$ cat src/rtl/tetris_pkg.sv
// Shared encodings for the falling-piece datapath: command and block codes, sequencer states, board size.
package tetris_pkg;

  localparam int COLS_DEF    = 10;
  localparam int ROWS_DEF    = 20;
  localparam int XW_DEF      = 4;
  localparam int YW_DEF      = 5;
  localparam int SPAWN_X_DEF = 4;

  typedef enum logic [2:0] {
    CMD_LEFT   = 3'd0,
    CMD_RIGHT  = 3'd1,
    CMD_DOWN   = 3'd2,
    CMD_ROTATE = 3'd3,
    CMD_SPAWN  = 3'd4
  } cmd_e;

  typedef enum logic [2:0] {
    BLK_I = 3'd0,
    BLK_J = 3'd1,
    BLK_L = 3'd2,
    BLK_O = 3'd3,
    BLK_S = 3'd4,
    BLK_T = 3'd5,
    BLK_Z = 3'd6
  } blk_e;

  typedef enum logic [1:0] {
    ST_IDLE  = 2'd0,
    ST_CHECK = 2'd1,
    ST_TAIL  = 2'd2,
    ST_RESP  = 2'd3
  } state_e;

endpackage

$ cat src/rtl/piece_ctrl.sv
// Active-piece sequencer: builds a candidate pose per command, probes its 4 cells against the board, commits if all free.
// Latency 6 cycles accept->resp (1 for a fast reject); cmd_ready only in IDLE, commands seen while busy are dropped.
module piece_ctrl
  import tetris_pkg::*;
#(
  parameter int COLS    = COLS_DEF,
  parameter int ROWS    = ROWS_DEF,
  parameter int XW      = XW_DEF,
  parameter int YW      = YW_DEF,
  parameter int SPAWN_X = SPAWN_X_DEF
) (
  input  logic          clk,
  input  logic          reset,
  input  logic          cmd_valid,
  output logic          cmd_ready,
  input  logic [2:0]    cmd,
  input  logic [2:0]    cmd_block,
  output logic [2:0]    lut_block,
  output logic [1:0]    lut_rotation,
  input  logic [7:0]    lut_x,
  input  logic [7:0]    lut_y,
  output logic          occ_rd,
  output logic [XW-1:0] occ_x,
  output logic [YW-1:0] occ_y,
  input  logic          occ_q,
  output logic          resp_valid,
  output logic          resp_ok,
  output logic          landed,
  output logic          game_over,
  output logic          piece_active,
  output logic [XW-1:0] piece_x,
  output logic [YW-1:0] piece_y,
  output logic [1:0]    piece_rot,
  output logic [2:0]    piece_block
);

  localparam logic [XW:0] COLS_W  = (XW+1)'(COLS);
  localparam logic [YW:0] ROWS_W  = (YW+1)'(ROWS);
  localparam logic [XW:0] SPAWN_W = (XW+1)'(SPAWN_X);

  state_e        state_q;
  logic [XW:0]   cand_x_q;
  logic [YW:0]   cand_y_q;
  logic [1:0]    cand_rot_q;
  logic [2:0]    cand_blk_q;
  logic          is_down_q;
  logic          is_spawn_q;
  logic [1:0]    cell_q;
  logic          coll_q;
  logic          rd_prev_q;
  logic          active_q;
  logic          over_q;
  logic [XW-1:0] piece_x_q;
  logic [YW-1:0] piece_y_q;
  logic [1:0]    piece_rot_q;
  logic [2:0]    piece_blk_q;
  logic          resp_valid_q;
  logic          resp_ok_q;
  logic          landed_q;

  logic [XW:0]   cand_x_d;
  logic [YW:0]   cand_y_d;
  logic [1:0]    cand_rot_d;
  logic [2:0]    cand_blk_d;
  logic          fast_rej_d;

  logic [1:0]    dx;
  logic [1:0]    dy;
  logic [XW:0]   cx;
  logic [YW:0]   cy;
  logic          oob;
  logic          occ_rd_d;
  logic          coll_d;

  // Candidate pose from the committed pose; extra MSB lets x go to -1 without aliasing.
  always_comb begin
    cand_x_d   = {1'b0, piece_x_q};
    cand_y_d   = {1'b0, piece_y_q};
    cand_rot_d = piece_rot_q;
    cand_blk_d = piece_blk_q;
    case (cmd)
      CMD_LEFT:   cand_x_d   = {1'b0, piece_x_q} - (XW+1)'(1);
      CMD_RIGHT:  cand_x_d   = {1'b0, piece_x_q} + (XW+1)'(1);
      CMD_DOWN:   cand_y_d   = {1'b0, piece_y_q} + (YW+1)'(1);
      CMD_ROTATE: cand_rot_d = piece_rot_q + 2'd1;
      CMD_SPAWN: begin
        cand_x_d   = SPAWN_W;
        cand_y_d   = '0;
        cand_rot_d = 2'd0;
        cand_blk_d = cmd_block;
      end
      default: ;
    endcase
    fast_rej_d = over_q || (cmd > CMD_SPAWN) || ((cmd != CMD_SPAWN) && !active_q);
  end

  // Cell address and bounds check for the cell currently being probed.
  always_comb begin
    dx       = lut_x[{cell_q, 1'b0} +: 2];
    dy       = lut_y[{cell_q, 1'b0} +: 2];
    cx       = cand_x_q + {{(XW-1){1'b0}}, dx};
    cy       = cand_y_q + {{(YW-1){1'b0}}, dy};
    oob      = cx[XW] || (cx >= COLS_W) || (cy >= ROWS_W);
    occ_rd_d = (state_q == ST_CHECK) && !oob;
    coll_d   = coll_q || (rd_prev_q && occ_q) || ((state_q == ST_CHECK) && oob);
  end

  always_ff @(posedge clk) begin
    if (reset) begin
      state_q      <= ST_IDLE;
      cand_x_q     <= '0;
      cand_y_q     <= '0;
      cand_rot_q   <= 2'd0;
      cand_blk_q   <= 3'd0;
      is_down_q    <= 1'b0;
      is_spawn_q   <= 1'b0;
      cell_q       <= 2'd0;
      coll_q       <= 1'b0;
      rd_prev_q    <= 1'b0;
      active_q     <= 1'b0;
      over_q       <= 1'b0;
      piece_x_q    <= SPAWN_W[XW-1:0];
      piece_y_q    <= '0;
      piece_rot_q  <= 2'd0;
      piece_blk_q  <= 3'd0;
      resp_valid_q <= 1'b0;
      resp_ok_q    <= 1'b0;
      landed_q     <= 1'b0;
    end else begin
      resp_valid_q <= 1'b0;
      resp_ok_q    <= 1'b0;
      landed_q     <= 1'b0;
      case (state_q)
        ST_IDLE: begin
          if (cmd_valid) begin
            cand_x_q   <= cand_x_d;
            cand_y_q   <= cand_y_d;
            cand_rot_q <= cand_rot_d;
            cand_blk_q <= cand_blk_d;
            is_down_q  <= (cmd == CMD_DOWN);
            is_spawn_q <= (cmd == CMD_SPAWN);
            cell_q     <= 2'd0;
            coll_q     <= 1'b0;
            rd_prev_q  <= 1'b0;
            if (fast_rej_d) begin
              state_q      <= ST_RESP;
              resp_valid_q <= 1'b1;
            end else begin
              state_q <= ST_CHECK;
            end
          end
        end
        ST_CHECK: begin
          coll_q    <= coll_d;
          rd_prev_q <= occ_rd_d;
          cell_q    <= cell_q + 2'd1;
          if (cell_q == 2'd3) begin
            state_q <= ST_TAIL;
          end
        end
        ST_TAIL: begin
          // coll_d here folds in the read result of the last cell.
          state_q      <= ST_RESP;
          resp_valid_q <= 1'b1;
          if (!coll_d) begin
            piece_x_q   <= cand_x_q[XW-1:0];
            piece_y_q   <= cand_y_q[YW-1:0];
            piece_rot_q <= cand_rot_q;
            piece_blk_q <= cand_blk_q;
            resp_ok_q   <= 1'b1;
            if (is_spawn_q) begin
              active_q <= 1'b1;
            end
          end else if (is_spawn_q) begin
            over_q   <= 1'b1;
            active_q <= 1'b0;
          end else if (is_down_q) begin
            landed_q <= 1'b1;
            active_q <= 1'b0;
          end
        end
        ST_RESP: state_q <= ST_IDLE;
        default: state_q <= ST_IDLE;
      endcase
    end
  end

  assign cmd_ready    = (state_q == ST_IDLE);
  assign lut_block    = cand_blk_q;
  assign lut_rotation = cand_rot_q;
  assign occ_rd       = occ_rd_d;
  assign occ_x        = occ_rd_d ? cx[XW-1:0] : '0;
  assign occ_y        = occ_rd_d ? cy[YW-1:0] : '0;
  assign resp_valid   = resp_valid_q;
  assign resp_ok      = resp_ok_q;
  assign landed       = landed_q;
  assign game_over    = over_q;
  assign piece_active = active_q;
  assign piece_x      = piece_x_q;
  assign piece_y      = piece_y_q;
  assign piece_rot    = piece_rot_q;
  assign piece_block  = piece_blk_q;

endmodule

$ cat config.mk
export PLATFORM = sky130hd
export DESIGN_NAME = piece_ctrl
export DESIGN_NICKNAME = d
export VERILOG_FILES = /design/src/rtl/tetris_pkg.sv /design/src/rtl/piece_ctrl.sv
export SDC_FILE = /design/constraint.sdc
export NUM_CORES = 1
export LEC_CHECK = 0
export CAP_MARGIN = 5
export CORE_MARGIN = 8
export CORE_UTILIZATION = 40
export DETAILED_ROUTE_END_ITERATION = 10
export DONT_BUFFER_PORTS = 1
export SYNTH_ARGS = -nofsm -noshare
export SYNTH_HDL_FRONTEND = slang
export SYNTH_SLANG_ARGS = --single-unit
export TNS_END_PERCENT = 100
$ cat constraint.sdc
create_clock -name clk -period 10.3 [get_ports clk]
set_input_delay 2.06 -clock clk [delete_from_list [all_inputs] [get_ports clk]]
set_output_delay 2.06 -clock clk [all_outputs]
set_load 0.005 [all_outputs]
==> results by group <==
STA
  – Crit path time final: 6.54 ns
  – Max Transition Viols Final: 0
  – Unrepaired setup endpoints after global routing: false
  – Clk_skew: 0.0103 ns
  – Hold Fails Final Rpt: 0
  – Setup ws final: 3.76 ns
  – Rel. slew slack: 37.5%
  – Max frequency: 153 MHz
  – Slew @ Worst Pin: 0.937 ns
  – Period utilisation layout: 63.5%
  – Fin Setup TNS: 0 ns
  – Final setup fails: 0

Logic synthesis
  – Sequential-to-total area share from yosys stat: 34.3%
  – Primary FF master, synth: dfxtp_1
  – Synthesized cell area: 2510 sq um
  – Ys Warns: 0
  – Avg Synthesized Cell Area: 8.18 sq um
  – Syn Nets: between 300 and 400
  – Cells after synthesis: 307
  – Synth async-reset ratio: 0%
  – EDFF count, synth: 0
  – Flops & latches, synth: 43
  – Cell variety after synth: 44

Floorplanning
  – Core box area: 6200 sq um
  – FP Rows: 29
  – Top-level I/O count: 61
  – Die X-Extent: 95.3 um
  – Initial core utilization: 40.5%
  – Die Area: 9070 sq um
  – DIE HEIGHT: 95.3 um

GRT
  – Final global-route overflow total: 0
  – Initial antenna violation count: 0
  – First-pass GRT wire length: 9.88 mm
  – Total GRT Usage: 13.7%
  – Vias in the first global route: about 1900
  – Pin count of the biggest net entering global routing: 32

Clock network
  – CTS Buffer Depth: 2
  – H-tree depth: 2
  – CTS tree: yes
  – Clock latency on the worst-skew pair: 0.29 ns
  – CTS clk-pin slew, worst paths: 0.08 ns
  – CTS Root Cell: clkbuf_8
  – CTS sink count: 43
  – CTS hold repair buffers: 0
  – CTS Buf Count: 5
  – Cts repair resizes: 0
  – Postcts setup bufs: 0

Route
  – DR vias: between 2000 and 2500
  – Wire per inst: about 16 um
  – DR iter-0 viols: 106
  – Antenna violation net count after detailed routing: 0
  – # DRC: 0
  – Post-DR vias/cell: roughly 5.5
  – Drt total wl: between 6 and 7 mm
  – Drt pass-1 iters: 4

Power
  – PwrDens: approximately 200 nW/um^2
  – LEAKAGE: approximately 0.00095 uW
  – Peak VDD IR: ~0.087 mV

Finish
  – # diodes: 0
  – Area of the multi-input gates: 1520 sq um
  – P&R area growth vs syn: 3.54%
  – Fillcell total: roughly 640
  – Layout cells sized above 1: 5.39%
  – Most frequent cells in the layout: 53 x nand2_1, 43 x dfxtp_1, 33 x nor2_1
  – Most common cell after layout, fill and taps aside: nand2_1
  – Final nets: 337
  – Sequential Area: 861 sq um

Critical path
  – Critical Path Source Type: primary input
  – Worst reg-to-reg path cell count: 9
  – Largest fanout on the critical path: 9
  – Element type at the critical path end: output pin
  – Setup slack, reg-to-reg: 6.51 ns
  – WP data required: 8.24 ns
  – CP arrival: 4.48 ns
  – CP Class: in -> out
  – FF-to-FF End: piece_y[2]$_SDFFE_PP0P_
  – FF-to-FF Start: cell_q[0]$_SDFFE_PP0P_

Place
  – Post-place setup slack: 3.78 ns
  – Port Buffers: 0
  – Gpl congestion: 0.765
  – DP Wirelength: 4.43 mm

Worst hold path
  – Min-delay worst type: reg -> reg
  – Hold depth: 2
  – Hold Path Origin: coll_q$_SDFFE_PP0P_
  – Hold Path Sink: coll_q$_SDFFE_PP0P_

Job
  – Max Cap Viol: 0

Run status
  – Status: complete, no violations
## area by class of cell
class | instances | area share (%)
tap | 77 | 3.70
clock buffer | 5 | 2.65
inverter | 11 | 1.59
clock inverter | 3 | 0.577
sequential | 43 | 33.1
multi-input combinational | 235 | 58.4
## worst max-delay path by stage
stage / startpoint / endpoint / slack [ns] / depth (start not counted)
floorplan: lut_y[6] / occ_x[2] / 4.03 / 9
global placement: lut_y[6] / occ_y[4] / 3.85 / 9
detailed placement: lut_y[6] / occ_y[2] / 3.78 / 9
CTS: lut_y[6] / occ_y[2] / 3.78 / 9
global route: lut_y[6] / occ_x[2] / 3.53 / 9
finish: lut_y[6] / occ_y[2] / 3.76 / 9
## cell families (layout without fill, tap and decap cells)
group | count (synthesis) | in the layout | share of synthesized area, %
and+or+nand+nor | 123 | 123 | 21.3
AOI/OAI and AO/OA | 70 | 70 | 18.4
DFF | 43 | 43 | 34.3
buffers and inverters | 29 | 19 | 5.28
muxes | 19 | 19 | 9.56
adders and majority gates | 15 | 15 | 8.37
xor gates and xnor gates | 8 | 8 | 2.79
## per-layer routing
| layer | wire [um] | GRT usage [%] | vias up | share of wire, % |
|---|---|---|---|---|
| met5 | 0 | 0 | - | 0 |
| met4 | 42 | 3.64 | 0 | 0.69 |
| met3 | 316 | 4.02 | 4 | 5.2 |
| met2 | 3100 | 22.9 | 32 | 51 |
| met1 | 2660 | 16.6 | 980 | 44 |
| li1 | - | - | 1052 | - |
## worst max-delay path, cell delays in order
cell      delay [ns]
mux4_2          0.45
ha_1            0.23
fa_1            0.44
o31a_1          0.28
a211oi_2        0.19
a41oi_1         0.07
a21oi_2         0.34
nand2_1         0.22
nor2_1          0.20
## state kept, by name, summed over array words and instances (netlist names), 3 cells and up
| name | flops |
|---|---|
| piece_x | 4 |
| cand_y_q | 6 |
| piece_y | 5 |
| cand_x_q | 5 |
| lut_block | 3 |
| piece_block | 3 |
## cell usage after synthesis (3+ instances only)
cell type	n	area (sq um)
a21oi_1	28	140
inv_1	11	41.3
mux4_2	4	90.1
a311oi_1	3	26.3
nand3_1	11	55.1
fa_1	3	60.1
o211a_1	3	30.0
nand2b_1	4	25.0
dfxtp_1	43	861
nor2_1	33	124
o211ai_1	5	37.5
nand2_1	53	199
nor3_1	9	45.0
a21o_1	4	30.0
xnor2_1	6	52.6
ha_1	12	150
mux2i_1	15	150
and3_1	4	25.0
o21ai_0	9	45.0
clkbuf_1	16	60.1
## where the power goes
| part | total, uW | switching (uW) | internal (uW) |
|---|---|---|---|
| logic | 193 | 113 | 80.9 |
| registers | 229 | 35.0 | 194 |
| clock network | 104 | 57.1 | 46.5 |
## metrics by stage
stage | total power (uW) | std cells | hold WS [ns] | util [%] | cell area [sq um]
6_report | 526 | 374 | 0.450 | 41.9 | 2600
5_1_grt | 570 | 374 | 0.473 | 41.9 | 2600
4_1_cts | 532 | 374 | 0.455 | 41.9 | 2600
3_5_place_dp | 429 | 366 | 0.443 | 40.6 | 2520
3_3_place_gp | 424 | 366 | 0.438 | 40.6 | 2520
2_1_floorplan | 396 | 307 | 0.425 | - | 2510
No activity file was read; power rests on OpenSTA's default activity.
